$ cat src/rtl/fp_control_unit_if.sv
// Control/status bundle between fp_control_unit and the FP datapath and requester.
// The control unit sits on the master side; the datapath/requester uses slave.
interface fp_control_unit_if;
  logic       start;
  logic       op;
  logic       sign_1, sign_2;
  logic [7:0] exp_1, exp_2;
  logic [7:0] saida_registrador;
  logic [7:0] tamanhoShift;
  logic       directionShift;
  logic       overflow;
  logic [4:0] tamanho, tamanho2;
  logic [7:0] tamanho3;
  logic       soma_multiplica_small_ula, soma_multiplica_big_ula;
  logic       decisor_mux_expoente_escolhido, decisor_mux_saida_big_ula;
  logic       decisor_shift_right_left;
  logic       subtrador_big_ula, subtrador_Somador_subtrador;
  logic       load;
  logic       sign_out;
  logic       busy;
  logic       done;

  modport master (
    input  start, op, sign_1, sign_2, exp_1, exp_2,
           saida_registrador, tamanhoShift, directionShift, overflow,
    output tamanho, tamanho2, tamanho3,
           soma_multiplica_small_ula, soma_multiplica_big_ula,
           decisor_mux_expoente_escolhido, decisor_mux_saida_big_ula,
           decisor_shift_right_left, subtrador_big_ula, subtrador_Somador_subtrador,
           load, sign_out, busy, done
  );

  modport slave (
    output start, op, sign_1, sign_2, exp_1, exp_2,
           saida_registrador, tamanhoShift, directionShift, overflow,
    input  tamanho, tamanho2, tamanho3,
           soma_multiplica_small_ula, soma_multiplica_big_ula,
           decisor_mux_expoente_escolhido, decisor_mux_saida_big_ula,
           decisor_shift_right_left, subtrador_big_ula, subtrador_Somador_subtrador,
           load, sign_out, busy, done
  );
endinterface

$ cat src/rtl/fp_control_unit.sv
// Moore sequencer for the FP add/multiply datapath. Every output is a register
// loaded with the value belonging to the state being entered.
module fp_control_unit #(
  parameter logic [7:0] BIAS      = 8'd127,
  parameter logic [4:0] MAX_SHIFT = 5'd31
) (
  input  logic            clk,
  input  logic            rst_n,
  fp_control_unit_if.master bus
);

  typedef enum logic [2:0] {
    S_IDLE, S_EXP, S_ALIGN, S_EXPL, S_NORM, S_CHK, S_OVF, S_DONE
  } state_e;

  state_e     state_q;
  logic       phase_q;
  logic       op_q, s1_q, s2_q;
  logic [7:0] e1_q, e2_q;

  logic [4:0] tam_q, tam2_q;
  logic [7:0] tam3_q;
  logic       smu_q, mux_exp_q, mux_big_q, shift_q, sub_big_q, sub_ss_q;
  logic       load_q, sign_q, busy_q, done_q;

  function automatic logic [4:0] sat5(input logic [7:0] x);
    return (x > {3'b000, MAX_SHIFT}) ? MAX_SHIFT : x[4:0];
  endfunction

  logic [7:0] emax, mul_adj;
  assign emax    = (e1_q > e2_q) ? e1_q : e2_q;
  assign mul_adj = emax - BIAS;

  always_ff @(posedge clk) begin
    if (!rst_n) begin
      state_q   <= S_IDLE;
      phase_q   <= 1'b0;
      op_q      <= 1'b0;
      s1_q      <= 1'b0;
      s2_q      <= 1'b0;
      e1_q      <= '0;
      e2_q      <= '0;
      tam_q     <= '0;
      tam2_q    <= '0;
      tam3_q    <= '0;
      smu_q     <= 1'b0;
      mux_exp_q <= 1'b0;
      mux_big_q <= 1'b0;
      shift_q   <= 1'b0;
      sub_big_q <= 1'b0;
      sub_ss_q  <= 1'b0;
      load_q    <= 1'b0;
      sign_q    <= 1'b0;
      busy_q    <= 1'b0;
      done_q    <= 1'b0;
    end else begin
      load_q <= 1'b0;
      done_q <= 1'b0;
      case (state_q)
        S_IDLE: if (bus.start) begin
          state_q <= S_EXP;
          op_q    <= bus.op;
          s1_q    <= bus.sign_1;
          s2_q    <= bus.sign_2;
          e1_q    <= bus.exp_1;
          e2_q    <= bus.exp_2;
          smu_q   <= bus.op;
          sign_q  <= bus.op ? bus.sign_1 : (bus.sign_1 ^ bus.sign_2);
          busy_q  <= 1'b1;
        end
        // Alignment shift and big-ULA subtract stay put until the op retires.
        S_EXP: begin
          state_q   <= S_ALIGN;
          tam_q     <= op_q ? sat5(bus.saida_registrador) : 5'd0;
          sub_big_q <= op_q & (s1_q ^ s2_q);
        end
        S_ALIGN: begin
          state_q   <= S_EXPL;
          phase_q   <= 1'b0;
          mux_exp_q <= 1'b0;
          sub_ss_q  <= 1'b0;
          tam3_q    <= op_q ? bus.saida_registrador : mul_adj;
        end
        S_EXPL: if (!phase_q) begin
          phase_q <= 1'b1;
          load_q  <= 1'b1;
        end else if (op_q) begin
          state_q   <= S_NORM;
          phase_q   <= 1'b0;
          mux_exp_q <= 1'b1;
          mux_big_q <= 1'b0;
          if (bus.directionShift) begin
            shift_q  <= 1'b0;
            tam2_q   <= 5'd1;
            tam3_q   <= 8'd1;
            sub_ss_q <= 1'b0;
          end else begin
            shift_q  <= 1'b1;
            tam2_q   <= sat5(bus.tamanhoShift);
            tam3_q   <= bus.tamanhoShift;
            sub_ss_q <= 1'b1;
          end
        end else begin
          state_q <= S_CHK;
        end
        S_NORM: if (!phase_q) begin
          phase_q <= 1'b1;
          load_q  <= 1'b1;
        end else begin
          state_q <= S_CHK;
        end
        S_CHK: if (bus.overflow) begin
          state_q   <= S_OVF;
          phase_q   <= 1'b0;
          mux_big_q <= 1'b1;
          shift_q   <= 1'b0;
          tam2_q    <= 5'd1;
          mux_exp_q <= 1'b1;
          sub_ss_q  <= 1'b0;
          tam3_q    <= 8'd1;
        end else begin
          state_q <= S_DONE;
          done_q  <= 1'b1;
        end
        S_OVF: if (!phase_q) begin
          phase_q <= 1'b1;
          load_q  <= 1'b1;
        end else begin
          state_q <= S_DONE;
          done_q  <= 1'b1;
        end
        // sign_out survives into IDLE; everything else drops back to 0.
        S_DONE: begin
          state_q   <= S_IDLE;
          busy_q    <= 1'b0;
          tam_q     <= '0;
          tam2_q    <= '0;
          tam3_q    <= '0;
          smu_q     <= 1'b0;
          mux_exp_q <= 1'b0;
          mux_big_q <= 1'b0;
          shift_q   <= 1'b0;
          sub_big_q <= 1'b0;
          sub_ss_q  <= 1'b0;
        end
        default: state_q <= S_IDLE;
      endcase
    end
  end

  assign bus.tamanho                        = tam_q;
  assign bus.tamanho2                       = tam2_q;
  assign bus.tamanho3                       = tam3_q;
  assign bus.soma_multiplica_small_ula      = smu_q;
  assign bus.soma_multiplica_big_ula        = smu_q;
  assign bus.decisor_mux_expoente_escolhido = mux_exp_q;
  assign bus.decisor_mux_saida_big_ula      = mux_big_q;
  assign bus.decisor_shift_right_left       = shift_q;
  assign bus.subtrador_big_ula              = sub_big_q;
  assign bus.subtrador_Somador_subtrador    = sub_ss_q;
  assign bus.load                           = load_q;
  assign bus.sign_out                       = sign_q;
  assign bus.busy                           = busy_q;
  assign bus.done                           = done_q;

endmodule

$ cat src/flat_wrapper.sv
// flat-port wrapper written by rule: the top's interface ports become plain ports
module fp_control_unit_flat 
#(
  parameter logic [7:0] BIAS      = 8'd127,
  parameter logic [4:0] MAX_SHIFT = 5'd31
)
  (clk, rst_n, bus_start, bus_op, bus_sign_1, bus_sign_2, bus_exp_1, bus_exp_2, bus_saida_registrador, bus_tamanhoShift, bus_directionShift, bus_overflow, bus_tamanho, bus_tamanho2, bus_tamanho3, bus_soma_multiplica_small_ula, bus_soma_multiplica_big_ula, bus_decisor_mux_expoente_escolhido, bus_decisor_mux_saida_big_ula, bus_decisor_shift_right_left, bus_subtrador_big_ula, bus_subtrador_Somador_subtrador, bus_load, bus_sign_out, bus_busy, bus_done);
  fp_control_unit_if bus_i ();
  input  logic clk;
  input  logic rst_n;
  input wire logic [$bits(bus_i.start)-1:0] bus_start;
  input wire logic [$bits(bus_i.op)-1:0] bus_op;
  input wire logic [$bits(bus_i.sign_1)-1:0] bus_sign_1;
  input wire logic [$bits(bus_i.sign_2)-1:0] bus_sign_2;
  input wire logic [$bits(bus_i.exp_1)-1:0] bus_exp_1;
  input wire logic [$bits(bus_i.exp_2)-1:0] bus_exp_2;
  input wire logic [$bits(bus_i.saida_registrador)-1:0] bus_saida_registrador;
  input wire logic [$bits(bus_i.tamanhoShift)-1:0] bus_tamanhoShift;
  input wire logic [$bits(bus_i.directionShift)-1:0] bus_directionShift;
  input wire logic [$bits(bus_i.overflow)-1:0] bus_overflow;
  output wire logic [$bits(bus_i.tamanho)-1:0] bus_tamanho;
  output wire logic [$bits(bus_i.tamanho2)-1:0] bus_tamanho2;
  output wire logic [$bits(bus_i.tamanho3)-1:0] bus_tamanho3;
  output wire logic [$bits(bus_i.soma_multiplica_small_ula)-1:0] bus_soma_multiplica_small_ula;
  output wire logic [$bits(bus_i.soma_multiplica_big_ula)-1:0] bus_soma_multiplica_big_ula;
  output wire logic [$bits(bus_i.decisor_mux_expoente_escolhido)-1:0] bus_decisor_mux_expoente_escolhido;
  output wire logic [$bits(bus_i.decisor_mux_saida_big_ula)-1:0] bus_decisor_mux_saida_big_ula;
  output wire logic [$bits(bus_i.decisor_shift_right_left)-1:0] bus_decisor_shift_right_left;
  output wire logic [$bits(bus_i.subtrador_big_ula)-1:0] bus_subtrador_big_ula;
  output wire logic [$bits(bus_i.subtrador_Somador_subtrador)-1:0] bus_subtrador_Somador_subtrador;
  output wire logic [$bits(bus_i.load)-1:0] bus_load;
  output wire logic [$bits(bus_i.sign_out)-1:0] bus_sign_out;
  output wire logic [$bits(bus_i.busy)-1:0] bus_busy;
  output wire logic [$bits(bus_i.done)-1:0] bus_done;
  assign bus_i.start = bus_start;
  assign bus_i.op = bus_op;
  assign bus_i.sign_1 = bus_sign_1;
  assign bus_i.sign_2 = bus_sign_2;
  assign bus_i.exp_1 = bus_exp_1;
  assign bus_i.exp_2 = bus_exp_2;
  assign bus_i.saida_registrador = bus_saida_registrador;
  assign bus_i.tamanhoShift = bus_tamanhoShift;
  assign bus_i.directionShift = bus_directionShift;
  assign bus_i.overflow = bus_overflow;
  assign bus_tamanho = bus_i.tamanho;
  assign bus_tamanho2 = bus_i.tamanho2;
  assign bus_tamanho3 = bus_i.tamanho3;
  assign bus_soma_multiplica_small_ula = bus_i.soma_multiplica_small_ula;
  assign bus_soma_multiplica_big_ula = bus_i.soma_multiplica_big_ula;
  assign bus_decisor_mux_expoente_escolhido = bus_i.decisor_mux_expoente_escolhido;
  assign bus_decisor_mux_saida_big_ula = bus_i.decisor_mux_saida_big_ula;
  assign bus_decisor_shift_right_left = bus_i.decisor_shift_right_left;
  assign bus_subtrador_big_ula = bus_i.subtrador_big_ula;
  assign bus_subtrador_Somador_subtrador = bus_i.subtrador_Somador_subtrador;
  assign bus_load = bus_i.load;
  assign bus_sign_out = bus_i.sign_out;
  assign bus_busy = bus_i.busy;
  assign bus_done = bus_i.done;
  fp_control_unit #(.BIAS(BIAS), .MAX_SHIFT(MAX_SHIFT)) u_core (.clk(clk), .rst_n(rst_n), .bus(bus_i));
endmodule
$ cat config.mk
export PLATFORM = sky130hd
export DESIGN_NAME = fp_control_unit_flat
export DESIGN_NICKNAME = d
export VERILOG_FILES = /design/src/rtl/fp_control_unit_if.sv /design/src/rtl/fp_control_unit.sv /design/src/flat_wrapper.sv
export SDC_FILE = /design/constraint.sdc
export NUM_CORES = 1
export LEC_CHECK = 0
export ABC_CLOCK_PERIOD_IN_PS = 2500
export BUFFER_PORTS_ARGS = -buffer_cell sky130_fd_sc_hd__buf_2
export CORE_ASPECT_RATIO = 1.5
export CORE_MARGIN = 2
export CORE_UTILIZATION = 50
export CTS_BUF_LIST = sky130_fd_sc_hd__clkbuf_4
export CTS_CLUSTER_DIAMETER = 80
export CTS_CLUSTER_SIZE = 28
export DETAILED_ROUTE_END_ITERATION = 8
export HOLD_SLACK_MARGIN = 0.06
export PLACE_DENSITY = 0.79
export SLEW_MARGIN = 0
export SYNTH_ARGS = -nofsm -noshare
export SYNTH_HDL_FRONTEND = slang
export SYNTH_SLANG_ARGS = --single-unit
$ cat constraint.sdc
create_clock -name clk -period 2.5 [get_ports clk]
set_input_delay 0.5 -clock clk [delete_from_list [all_inputs] [get_ports clk]]
set_output_delay 0.5 -clock clk [all_outputs]
set_load 0.02 [all_outputs]
==> out/results.tsv, run 1 <==
stage	metric	value	unit
floorplanning	Initial Util	0.515	
final_layout	Layout fillers	472	
detailed_routing	1st-iter DRT viols	176	
clock_tree	Sink Count	51	
synthesis	Unique masters post-synth	49	
placement	placed cell areas	3420	sq um
setup_path	CP Launch Type	flip-flop	
global_routing	GRT Total Usage	0.249	
setup_path	critical path class	flip-flop to flip-flop	
detailed_routing	drt pass-1 iters	4	
timing	min cycle time layout	2510	ps
timing	f_max	0.399	GHz
timing	Worst Clk Skew	16.5	ps
synthesis	Most used DFF post-synth	dfxtp_1	
timing	Slew Viols, Final	0	
synthesis	EDFF count, synth	0	
timing	Least-Margin Pin Slew	654	ps
synthesis	Synth warnings	0	
setup_path	Largest delay share family, worst path	compound AO/OA/AOI/OAI gates	
placement	DP Worst Slack	-80.3	ps
synthesis	post-synthesis instance total	344	
final_layout	nets	496	
placement	number of port buffers	68	
power	Switch Pwr	1.36	mW
timing	Final Hold Violating Endpoints	0	
setup_path	Most Frequent Cell on Critical Path	ha_4	
timing	Tcrit/Tclk final	1.00	
clock_tree	later-pin clock latency in the skew report	370	ps
clock_tree	cts bufs inserted	5	
final_layout	layout cells sized above 1	0.356	
synthesis	FFs w/ async S/R, synth	0	
timing	count of final setup violators	1	
power	Leakage Power	1.61	nW
clock_tree	CTS Hold Bufs	0	
setup_path	Buf/Inv on CP	1	
power	Pint	2.14	mW
synthesis	area leader, netlist	dfxtp_1	
floorplanning	# IOs	69	
setup_path	Setup crit end kind	flip-flop	
final_layout	most frequent cells in the layout	nand2_1, buf_2, dfxtp_1, buf_4, a21boi_0	
timing	final setup TNS	-7.40	ps
global_routing	initial antenna violation count	0	
placement	dpl cells	495	
global_routing	GRT overflow	0	
outcome	outcome	finished, violations left	
floorplanning	core area	5450	sq um
setup_path	worst path cell trace	inv_2 > ha_4 > nor2b_4 > o211ai_2 > a21oi_2 > o21ai_4 > mux2_4 > ha_4 > nand3_2 > xor2_1 > mux2i_1 > a222oi_1 > a21oi_1	
synthesis	post-synthesis sequential area ratio	0.364	
clock_tree	H-tree Lvls	2	
setup_path	max incr delay on CP	370	ps
final_layout	Layout area overhead	34.2	%
power	Pwr per Cell Area	932	nW/um^2
clock_tree	CTS clk-pin slew, worst paths	160	ps
detailed_routing	WL per Instance	15.5	um
floorplanning	FP Rows	33	
placement	HPWL Detailed	5.72	mm
setup_path	Crit path depth	13	
final_layout	Cell Count, Final, Fillers Out	514	
setup_path	critical path arrival	2790	ps
timing	hold slack	351	ps
floorplanning	Die W	65.2	um
synthesis	top cells by area, synth	dfxtp_1, nand2_1, a21boi_0	
timing	final setup margin	-7.40	ps
clock_tree	Clock Tree Root	clkbuf_4	
setup_path	CP Data Required Time	2780	ps
global_routing	largest net degree at the start of global routing	45	
floorplanning	die area	6240	sq um
setup_path	CP Max Fanout	3	
synthesis	cell area after synthesis	2810	sq um
min_path	worst hold path depth	3	
global_routing	first-pass GRT wire length	12.1	mm
setup_path	Crit-path slowest cell	dfxtp_2	
detailed_routing	ANT nets after route	0	
final_layout	post-layout instance area	3760	sq um
power	VDD IR max	0.000468	V
detailed_routing	total number of vias	2854	
synthesis	share of the synthesized area in the top cell type	0.364	
power	total power	3.51	mW
synthesis	Mapped Avg Cell Area	8.15	sq um
power	combinational share of power	0.523	
floorplanning	Die Height	95.7	um
clock_tree	CTS tree	yes	
power	share of power burned in registers	0.310	
placement	RD Place Congestion	0.898	
clock_tree	clock tree buffer depth	2	
synthesis	synthesized flop and latch total	51	
detailed_routing	Remaining DRCs	0	
setup_path	R2R depth	13	
job	max-cap viol count	0	
outcome	failing checks	negative setup slack	
final_layout	Core Util, Final	0.691	
synthesis	syn nets	397	
global_routing	number of global-route vias before repair	2633	
power	Sw Ratio	0.388	
detailed_routing	Avg Vias per Cell	5.55	
timing	RSZ-0062 raised after global routing	true	
min_path	Worst Hold Class	primary input to flip-flop	
detailed_routing	WL final	7.96	mm
power	clock share of power	0.167	
final_layout	ant diodes	0	
timing	Worst slew margin	0.561	
-- final cells by class --
class | instances | area (sq um) | area share
Clock buffer | 5 | 37.5 | 0.00997
Clock inverter | 3 | 67.6 | 0.0180
Inverter | 14 | 52.6 | 0.0140
Multi-Input combinational cell | 263 | 1850 | 0.491
Sequential cell | 51 | 1030 | 0.274
Tap cell | 70 | 87.6 | 0.0233
Timing Repair Buffer | 108 | 641 | 0.170
-- worst register-to-register path, cell delays in order (launching register included) --
cell and delay [ps]:
dfxtp_2 370, inv_2 40, ha_4 210, nor2b_4 130, o211ai_2 200, a21oi_2 110
o21ai_4 180, mux2_4 340, ha_4 180, nand3_2 60, xor2_1 140, mux2i_1 80
a222oi_1 280, a21oi_1 110
-- cells in the mapped netlist (2+ instances only) --
master,count
xor2_1,5
a222oi_1,3
o211ai_1,2
o31ai_1,2
xnor2_1,7
a21oi_1,16
and2_1,4
nor2b_1,7
nand2_1,70
inv_1,14
o2111a_1,2
clkbuf_1,11
o2111ai_1,2
a21oi_2,2
o211a_1,2
mux2_2,2
mux2i_1,5
nand2b_1,4
and3_1,4
a221oi_1,2
nor3b_1,3
a21boi_0,31
o21a_1,2
nor2_1,12
or3_1,2
nand3_1,15
o21ai_0,23
buf_4,3
dfxtp_1,51
nor3_1,4
ha_1,13
buf_2,2
-- power groups by stage --
stage | logic [mW] | registers, mW | clock network, mW
after CTS | 1.71 | 1.08 | 0.600
after global routing | 1.98 | 1.11 | 0.632
after global placement | 1.48 | 1.08 | 0
final | 1.83 | 1.09 | 0.586
after detailed placement | 1.51 | 1.09 | 0
after floorplan | 0.893 | 1.20 | 0
-- state kept, by name, indices dropped and copies added, names as in the netlist --
signal / flops
u_core.e2_q: 8
u_core.bus.tamanho3: 8
u_core.bus.tamanho: 5
u_core.bus.sign_out: 1
u_core.bus.tamanho2: 5
u_core.bus.decisor_mux_saida_big_ula: 1
u_core.op_q: 1
u_core.s1_q: 1
u_core.bus.done: 1
u_core.phase_q: 1
u_core.bus.decisor_mux_expoente_escolhido: 1
u_core.bus.decisor_shift_right_left: 1
u_core.bus.subtrador_Somador_subtrador: 1
u_core.bus.soma_multiplica_big_ula: 1
u_core.e1_q: 8
u_core.bus.busy: 1
u_core.state_q: 3
u_core.bus.load: 1
u_core.bus.subtrador_big_ula: 1
u_core.s2_q: 1
-- per-layer routing --
layer | wire length, um | GRT usage | vias up
li1 | - | - | 1405
met2 | 4400 | 0.492 | 76
met3 | 342 | 0.0363 | 8
met4 | 61 | 0.0590 | 0
met1 | 3160 | 0.275 | 1365
met5 | 0 | 0 | -
-- final timing paths --
kind / slack [ps] / endpoint / start
hold / removal: 350 / u_core.e2_q[4] / bus_exp_2[4]
setup / recovery: -7 / u_core.bus.tamanho3[4] / u_core.e2_q[1]
hold reg to reg: 470 / u_core.bus.tamanho[2] / u_core.bus.tamanho[2]
setup reg to reg: -7 / u_core.bus.tamanho3[4] / u_core.e2_q[1]
-- what timing repair did --
action | CTS | global route
cloned | 0 | 0
gates resized for setup | 8 | 21
endpoints found under the setup margin | 2 | 4
buffers inserted | 10 | 2
pin swaps | 12 | 13
-- kinds of logic after synthesis --
kind of cell	after synthesis	share of synthesized area
DFF	51	0.364
AOI/OAI and AO/OA	98	0.246
buffers and inverters	30	0.0450
adders and majority gates	13	0.0580
and+or+nand+nor	132	0.219
xor gates and xnor gates	12	0.0375
muxes	8	0.0312
No activity file was read; power rests on OpenSTA's default activity.
==> run 2: changes to the inputs <==
- ABC_AREA: not set -> 1
- CORE_UTILIZATION: 50 -> 46
- PLACE_DENSITY: 0.79 -> 0.73
- SLEW_MARGIN: 0 -> 20
==> run 2 against run 1 <==
Compared with the run above: the flow now finishes without violations; routed wire length down 18%; global-route usage decreased by 3.4 points; highest routed layer unchanged; critical path type unchanged; sequential share of layout area grew 4.9 points; clock power down 38%; via count down 6.0%; area after synthesis decreased by 2.7%; flip-flop and latch count unchanged.
==> out/results.tsv, run 2 <==
stage	metric	value	unit	change
outcome	outcome	completed		
synthesis	Mapped Avg Cell Area	7.15	sq um	-12%
timing	hold slack	354	ps	+3.09 ps
clock_tree	cts bufs inserted	5		unchanged
synthesis	area leader, netlist	dfxtp_1		
placement	number of port buffers	68		unchanged
clock_tree	CTS tree	yes		
power	combinational share of power	0.544		+0.021
global_routing	GRT Total Usage	0.214		-0.0344
clock_tree	later-pin clock latency in the skew report	370	ps	about the same
power	Pint	1.77	mW	-18%
power	share of power burned in registers	0.350		+0.040
final_layout	Cell Count, Final, Fillers Out	519		+0.97%
timing	Least-Margin Pin Slew	653	ps	-0.687 ps
synthesis	cell area after synthesis	2730	sq um	-2.7%
final_layout	ant diodes	0		unchanged
synthesis	top cells by area, synth	dfxtp_1, a21oi_1, nand2_1		
power	Sw Ratio	0.478		+0.0896
placement	RD Place Congestion	0.892		-0.65%
synthesis	syn nets	435		+9.6%
setup_path	R2R depth	19		+6
timing	min cycle time layout	2210	ps	-294 ps
synthesis	Post-Synth Adder-Cell Area	0.0596		+0.00159
setup_path	CP Max Fanout	9		+6
timing	Final Hold Violating Endpoints	0		unchanged
placement	dpl cells	511		+3.2%
synthesis	Synth warnings	0		unchanged
global_routing	number of global-route vias before repair	2610		-0.87%
clock_tree	clock tree buffer depth	2		unchanged
synthesis	mux cell area share after synthesis	0		-0.0312
synthesis	compound-gate portion of the synthesized area	0.209		-0.0372
global_routing	largest net degree at the start of global routing	31		-31%
synthesis	Synth Area in Simple Gates	0.264		+0.0450
synthesis	share of the synthesized area in the top cell type	0.374		+0.0100
power	clock share of power	0.106		-0.061
synthesis	synthesized flop and latch total	51		unchanged
setup_path	CP Data Required Time	2770	ps	about the same
clock_tree	CTS clk-pin slew, worst paths	150	ps	about the same
placement	DP Worst Slack	267	ps	+348 ps
power	VDD IR max	0.000594	V	+27%
floorplanning	# IOs	69		unchanged
floorplanning	Die W	66.9	um	+2.7%
clock_tree	CTS Hold Bufs	0		unchanged
synthesis	Unique masters post-synth	34		-31%
setup_path	Worst setup startpoint	u_core.e2_q[3]		
synthesis	Most used DFF post-synth	dfxtp_1		
detailed_routing	drt pass-1 iters	4		unchanged
synthesis	Post-Synth XOR/XNOR Area	0.00642		-0.0311
setup_path	r2r startpoint	u_core.e2_q[3]		
synthesis	post-synthesis instance total	382		+11%
synthesis	EDFF count, synth	0		unchanged
final_layout	nets	499		+0.60%
setup_path	Most Frequent Cell on Critical Path	nand2_1		
clock_tree	Clock Tree Root	clkbuf_4		
job	max-cap viol count	0		unchanged
clock_tree	setup bufs post-CTS	0		-10
clock_tree	H-tree Lvls	2		unchanged
power	Switch Pwr	1.62	mW	+19%
timing	Tcrit/Tclk final	0.885		-0.118
clock_tree	Sink Count	51		unchanged
setup_path	worst path cell trace	inv_1 > ha_1 > nand2_1 > inv_1 > nand2_1 > nand2_1 > nand2_1 > nand2_4 > nand2_4 > nand2_2 > nand2_2 > ha_2 > nand2_2 > nor2_4 > nand2_1 > nand2_1 > nand3_1 > nand2_1 > a21oi_2		
placement	HPWL Detailed	5.19	mm	-9.3%
final_layout	Layout fillers	624		+32%
synthesis	FFs w/ async S/R, synth	0		unchanged
global_routing	first-pass GRT wire length	11.1	mm	-8.2%
detailed_routing	WL final	6.57	mm	-18%
global_routing	initial antenna violation count	0		unchanged
detailed_routing	ANT nets after route	0		unchanged
timing	Worst Clk Skew	24.2	ps	+7.64 ps
setup_path	critical path class	flip-flop to flip-flop		
final_layout	layout cells sized above 1	0.242		-0.114
detailed_routing	WL per Instance	12.7	um	-18%
timing	count of final setup violators	0		-1
placement	placed cell areas	3110	sq um	-8.9%
setup_path	max incr delay on CP	370	ps	about the same
synthesis	post-synthesis sequential area ratio	0.374		+0.0100
setup_path	CP Launch Type	flip-flop		
timing	final setup margin	286	ps	+294 ps
final_layout	commonest non-fill, non-tap cell in the layout	buf_2		
timing	f_max	0.452	GHz	+13%
global_routing	GRT overflow	0		unchanged
setup_path	Setup crit end kind	flip-flop		
floorplanning	Die Height	98.4	um	+2.7%
detailed_routing	1st-iter DRT viols	139		-21%
min_path	Worst Hold Class	primary input to flip-flop		
timing	Worst slew margin	0.564		+0.00333
power	Leakage Power	1.50	nW	-7.3%
detailed_routing	Remaining DRCs	0		unchanged
setup_path	critical path arrival	2490	ps	-300 ps
final_layout	Layout area overhead	16.0	%	
floorplanning	FP Rows	34		+3.0%
setup_path	CP Capture Point	u_core.bus.tamanho3[6]		
timing	Slew Viols, Final	0		unchanged
detailed_routing	total number of vias	2684		-6.0%
setup_path	FF-to-FF End	u_core.bus.tamanho3[6]		
setup_path	Crit-path slowest cell	dfxtp_1		
synthesis	count leader, synth	nand2_1		
floorplanning	core area	5790	sq um	+6.2%
final_layout	post-layout instance area	3170	sq um	-16%
floorplanning	die area	6580	sq um	+5.5%
power	Pwr per Cell Area	1070	nW/um^2	+15%
detailed_routing	Avg Vias per Cell	5.17		-6.9%
final_layout	most frequent cells in the layout	buf_2, nand2_1, a21oi_1, dfxtp_1, o21ai_0		
floorplanning	Initial Util	0.472		-0.0428
synthesis	largest family of logic cells by synthesized area	simple AND/OR/NAND/NOR gates		
synthesis	commonest cells in the netlist	nand2_1, a21oi_1, dfxtp_1		
setup_path	FF-to-FF setup slack	290	ps	+290 ps
==> run 2: cell count changes after synthesis, moves of 20 or more <==
| cell | delta |
|---|---|
| a21oi_1 | +36 |
| nor2_1 | +30 |
| a21boi_0 | -31 |
| o21ai_0 | +20 |
| inv_1 | +28 |
==> run 2: logic make-up (layout without fill, tap and decap cells) <==
group | count (synthesis) | count (layout)
adders and majority gates | 13 | 13
buffers and inverters | 59 | 124
DFF | 51 | 51
and+or+nand+nor | 150 | 150
xor gates and xnor gates | 2 | 2
AOI/OAI and AO/OA | 107 | 107
==> run 2: power groups by stage <==
stage | logic (mW) | registers (mW) | clock network (mW)
finish | 1.84 | 1.18 | 0.361
global route | 2.10 | 1.22 | 0.412
CTS | 1.85 | 1.19 | 0.375
detailed placement | 1.84 | 1.20 | 0
global placement | 1.81 | 1.20 | 0
floorplan | 1.31 | 1.30 | 0
==> run 2: critical path, delay by kind of cell, from the launching register on <==
kind / cells / cell delay [ps]
buffers and inverters: 2 / 130
adder cells (fa/ha/maj): 2 / 500
AND/OR/NAND/NOR: 14 / 1070
AO/OA/AOI/OAI: 1 / 50
flip-flops: 1 / 370
==> run 2: worst min path at each step <==
stage,start,to,cells past startpoint
finish,bus_exp_2[0],u_core.e2_q[0],3
global route,bus_exp_1[6],u_core.e1_q[6],3
CTS,bus_exp_1[5],u_core.e1_q[5],3
detailed placement,u_core.bus.decisor_shift_right_left,u_core.bus.decisor_shift_right_left,2
global placement,u_core.bus.decisor_shift_right_left,u_core.bus.decisor_shift_right_left,2
floorplan,u_core.s2_q,u_core.s2_q,2
==> run 2: through the flow <==
stage / power, mW / utilization / setup TNS [ps]
after floorplan: 2.61 / - / 0
after global placement: 3.01 / 0.538 / 0
after detailed placement: 3.05 / 0.538 / 0
after CTS: 3.41 / 0.547 / 0
after global routing: 3.72 / 0.547 / -0.254
final: 3.39 / 0.547 / 0
==> run 2: area by class of cell <==
| class | count | area (sq um) | area share |
|---|---|---|---|
| flip-flops and latches | 51 | 1020 | 0.322 |
| clock buffers | 5 | 37.5 | 0.0119 |
| multi-input cells | 272 | 1470 | 0.465 |
| repair buffers | 71 | 363 | 0.115 |
| inverters | 45 | 169 | 0.0533 |
| well taps | 72 | 90.1 | 0.0284 |
| clock inverters | 3 | 15.0 | 0.00474 |
==> run 2: metal layers <==
metal,GRT usage,wire length (um),share of wire,up-vias
li1,-,-,-,1385
met1,0.223,2660,0.40,1204
met2,0.401,3460,0.53,80
met3,0.0403,292,0.044,15
met4,0.0926,165,0.025,0
met5,0,0,0,-
==> run 2: what timing repair did <==
action                                 CTS  global route
resized for setup                        0             1
endpoints found under the hold margin    0             0
setup endpoints to repair                0             1
==> run 3: changes to the inputs <==
- REMOVE_ABC_BUFFERS: not set -> 1
==> run 3 against run 2 <==
Compared with the run above: core utilization increased by 0.22 points; clock-buffer cell count unchanged; via count decreased by 1.0%; first-iteration DRC count decreased by 11%; critical path type unchanged; largest cell class unchanged; largest power group unchanged.
==> out/results.tsv, run 3 (synthesis gave the netlist of run 2 again) <==
stage	metric	value	unit	change
setup_path	r2r startpoint	u_core.e2_q[3]		
power	combinational share of power	0.524		-0.020
clock_tree	Post-CTS Resized	0		unchanged
timing	Worst Clk Skew	17.6	ps	-6.56 ps
clock_tree	Sink Count	51		unchanged
clock_tree	clock tree buffer depth	2		unchanged
min_path	Worst Hold Class	primary input to flip-flop		
placement	RD Place Congestion	0.876		-1.8%
timing	RSZ-0062 raised after global routing	false		
floorplanning	Die W	66.9	um	unchanged
floorplanning	Die Height	98.4	um	unchanged
setup_path	worst path cell trace	inv_1 > ha_1 > nand2_1 > inv_1 > nand2_1 > nand2_1 > nand2_1 > nand2_4 > nand2_4 > nand2_2 > nand2_2 > ha_1 > nand2_2 > nor2_4 > nand2_1 > nand2_1 > nand3_1 > nand2_1 > a21oi_2		
detailed_routing	WL per Instance	12.5	um	-1.2%
placement	HPWL Detailed	5.00	mm	-3.7%
outcome	outcome	completed		
clock_tree	CTS Hold Bufs	0		unchanged
power	share of power burned in registers	0.342		-0.008
clock_tree	cts bufs inserted	5		unchanged
final_layout	ant diodes	0		unchanged
floorplanning	Initial Util	0.472		unchanged
job	max-cap viol count	0		unchanged
power	Pint	1.86	mW	+5.3%
power	Sw Ratio	0.462		-0.0158
timing	Tcrit/Tclk final	0.900		+0.0142
final_layout	Layout fillers	575		-7.9%
power	Leakage Power	1.50	nW	+0.61%
detailed_routing	total number of vias	2656		-1.0%
clock_tree	Clock Tree Root	clkbuf_4		
power	clock share of power	0.134		+0.028
timing	Slew Viols, Final	0		unchanged
global_routing	number of global-route vias before repair	2551		-2.3%
timing	Final Hold Violating Endpoints	0		unchanged
power	Switch Pwr	1.60	mW	-1.1%
power	Pwr per Cell Area	1090	nW/um^2	+1.8%
final_layout	layout cells sized above 1	0.240		-0.00116
floorplanning	core area	5790	sq um	unchanged
min_path	WHS Endpoint	u_core.e1_q[3]		
detailed_routing	1st-iter DRT viols	124		-11%
clock_tree	later-pin clock latency in the skew report	380	ps	about the same
timing	Least-Margin Pin Slew	848	ps	+195 ps
setup_path	Most Frequent Cell on Critical Path	nand2_1		
timing	final setup TNS	0	ps	unchanged
min_path	worst hold path depth	3		unchanged
detailed_routing	WL final	6.47	mm	-1.6%
setup_path	CP Launch Type	flip-flop		
power	VDD IR max	0.000395	V	-33%
clock_tree	CTS tree	yes		
detailed_routing	Avg Vias per Cell	5.14		-0.66%
final_layout	nets	498		-0.20%
floorplanning	die area	6580	sq um	unchanged
timing	count of final setup violators	0		unchanged
setup_path	CP Data Required Time	2770	ps	about the same
detailed_routing	drt pass-1 iters	4		unchanged
clock_tree	CTS clk-pin slew, worst paths	140	ps	about the same
placement	placed cell areas	3100	sq um	-0.24%
setup_path	max incr delay on CP	370	ps	about the same
global_routing	GRT overflow	0		unchanged
detailed_routing	ANT nets after route	0		unchanged
timing	min cycle time layout	2250	ps	+35.4 ps
global_routing	GRT Total Usage	0.208		-0.00678
placement	number of port buffers	68		unchanged
global_routing	largest net degree at the start of global routing	32		+3.2%
setup_path	FF-to-FF End	u_core.bus.tamanho3[6]		
detailed_routing	Remaining DRCs	0		unchanged
floorplanning	# IOs	69		unchanged
setup_path	critical path arrival	2520	ps	+30 ps
power	total power	3.46	mW	+2.2%
floorplanning	FP Rows	34		unchanged
final_layout	commonest non-fill, non-tap cell in the layout	buf_2		
final_layout	Layout area overhead	16.5	%	
setup_path	Crit-path slowest cell	dfxtp_1		
global_routing	initial antenna violation count	0		unchanged
setup_path	R2R depth	19		unchanged
final_layout	most frequent cells in the layout	buf_2, nand2_1, a21oi_1, dfxtp_1, o21ai_0		
setup_path	critical path class	flip-flop to flip-flop		
global_routing	first-pass GRT wire length	10.7	mm	-3.2%
clock_tree	H-tree Lvls	2		unchanged
timing	Worst slew margin	0.434		-0.130
setup_path	CP Max Fanout	9		unchanged
timing	f_max	0.445	GHz	-1.6%
setup_path	Setup crit end kind	flip-flop		
min_path	HP Start	bus_exp_1[3]		
setup_path	FF-to-FF setup slack	250	ps	-40 ps
final_layout	post-layout instance area	3180	sq um	+0.40%
clock_tree	setup bufs post-CTS	0		unchanged
[run 3: final cells by class]
class | instances | area [sq um] | area share
clock buffers | 5 | 37.5 | 0.0118
repair buffers | 70 | 355 | 0.112
multi-input cells | 272 | 1470 | 0.462
clock inverters | 2 | 37.5 | 0.0118
inverters | 45 | 169 | 0.0531
well taps | 72 | 90.1 | 0.0283
flip-flops and latches | 51 | 1020 | 0.321
[run 3: worst max path at each step]
stage	start	to	slack, ps
6_report	u_core.e2_q[3]	u_core.bus.tamanho3[6]	250
5_1_grt	u_core.e2_q[1]	u_core.bus.tamanho3[6]	30
4_1_cts	u_core.e2_q[3]	u_core.bus.tamanho3[6]	240
3_5_place_dp	u_core.e2_q[3]	u_core.bus.tamanho3[6]	270
3_3_place_gp	u_core.e2_q[7]	u_core.bus.tamanho3[6]	340
2_1_floorplan	u_core.state_q[0]	u_core.e1_q[0]	400
[run 3: metal layers]
| layer | share of wire | track usage | vias up |
|---|---|---|---|
| met4 | 0.017 | 0.0738 | 0 |
| met5 | 0 | 0 | - |
| met1 | 0.41 | 0.223 | 1198 |
| met2 | 0.52 | 0.384 | 72 |
| met3 | 0.055 | 0.0461 | 8 |
| li1 | - | - | 1378 |
[run 3: per-stage QoR]
stage               hold slack, ps  setup WS (ps)  utilization  cells
finish                         344            251        0.550    517
global route                   316           27.6        0.550    517
CTS                            332            243        0.550    517
detailed placement             456            268        0.537    510
global placement               448            337        0.537    510
floorplan                      443            401            -    368
[run 3: power groups by stage]
stage | Clock [mW] | Sequential, mW | Combinational, mW
3_3_place_gp | 0 | 1.20 | 1.78
3_5_place_dp | 0 | 1.20 | 1.82
6_report | 0.465 | 1.18 | 1.81
2_1_floorplan | 0 | 1.31 | 1.25
4_1_cts | 0.480 | 1.18 | 1.82
5_1_grt | 0.513 | 1.21 | 2.07
[run 3: worst max-delay path: cells and delay by family (launching register included)]
family                     cells  cell delay, ps
DFF                            1             370
AOI/OAI and AO/OA              1              50
and+or+nand+nor               14            1070
buffers and inverters          2             130
adders and majority gates      2             520
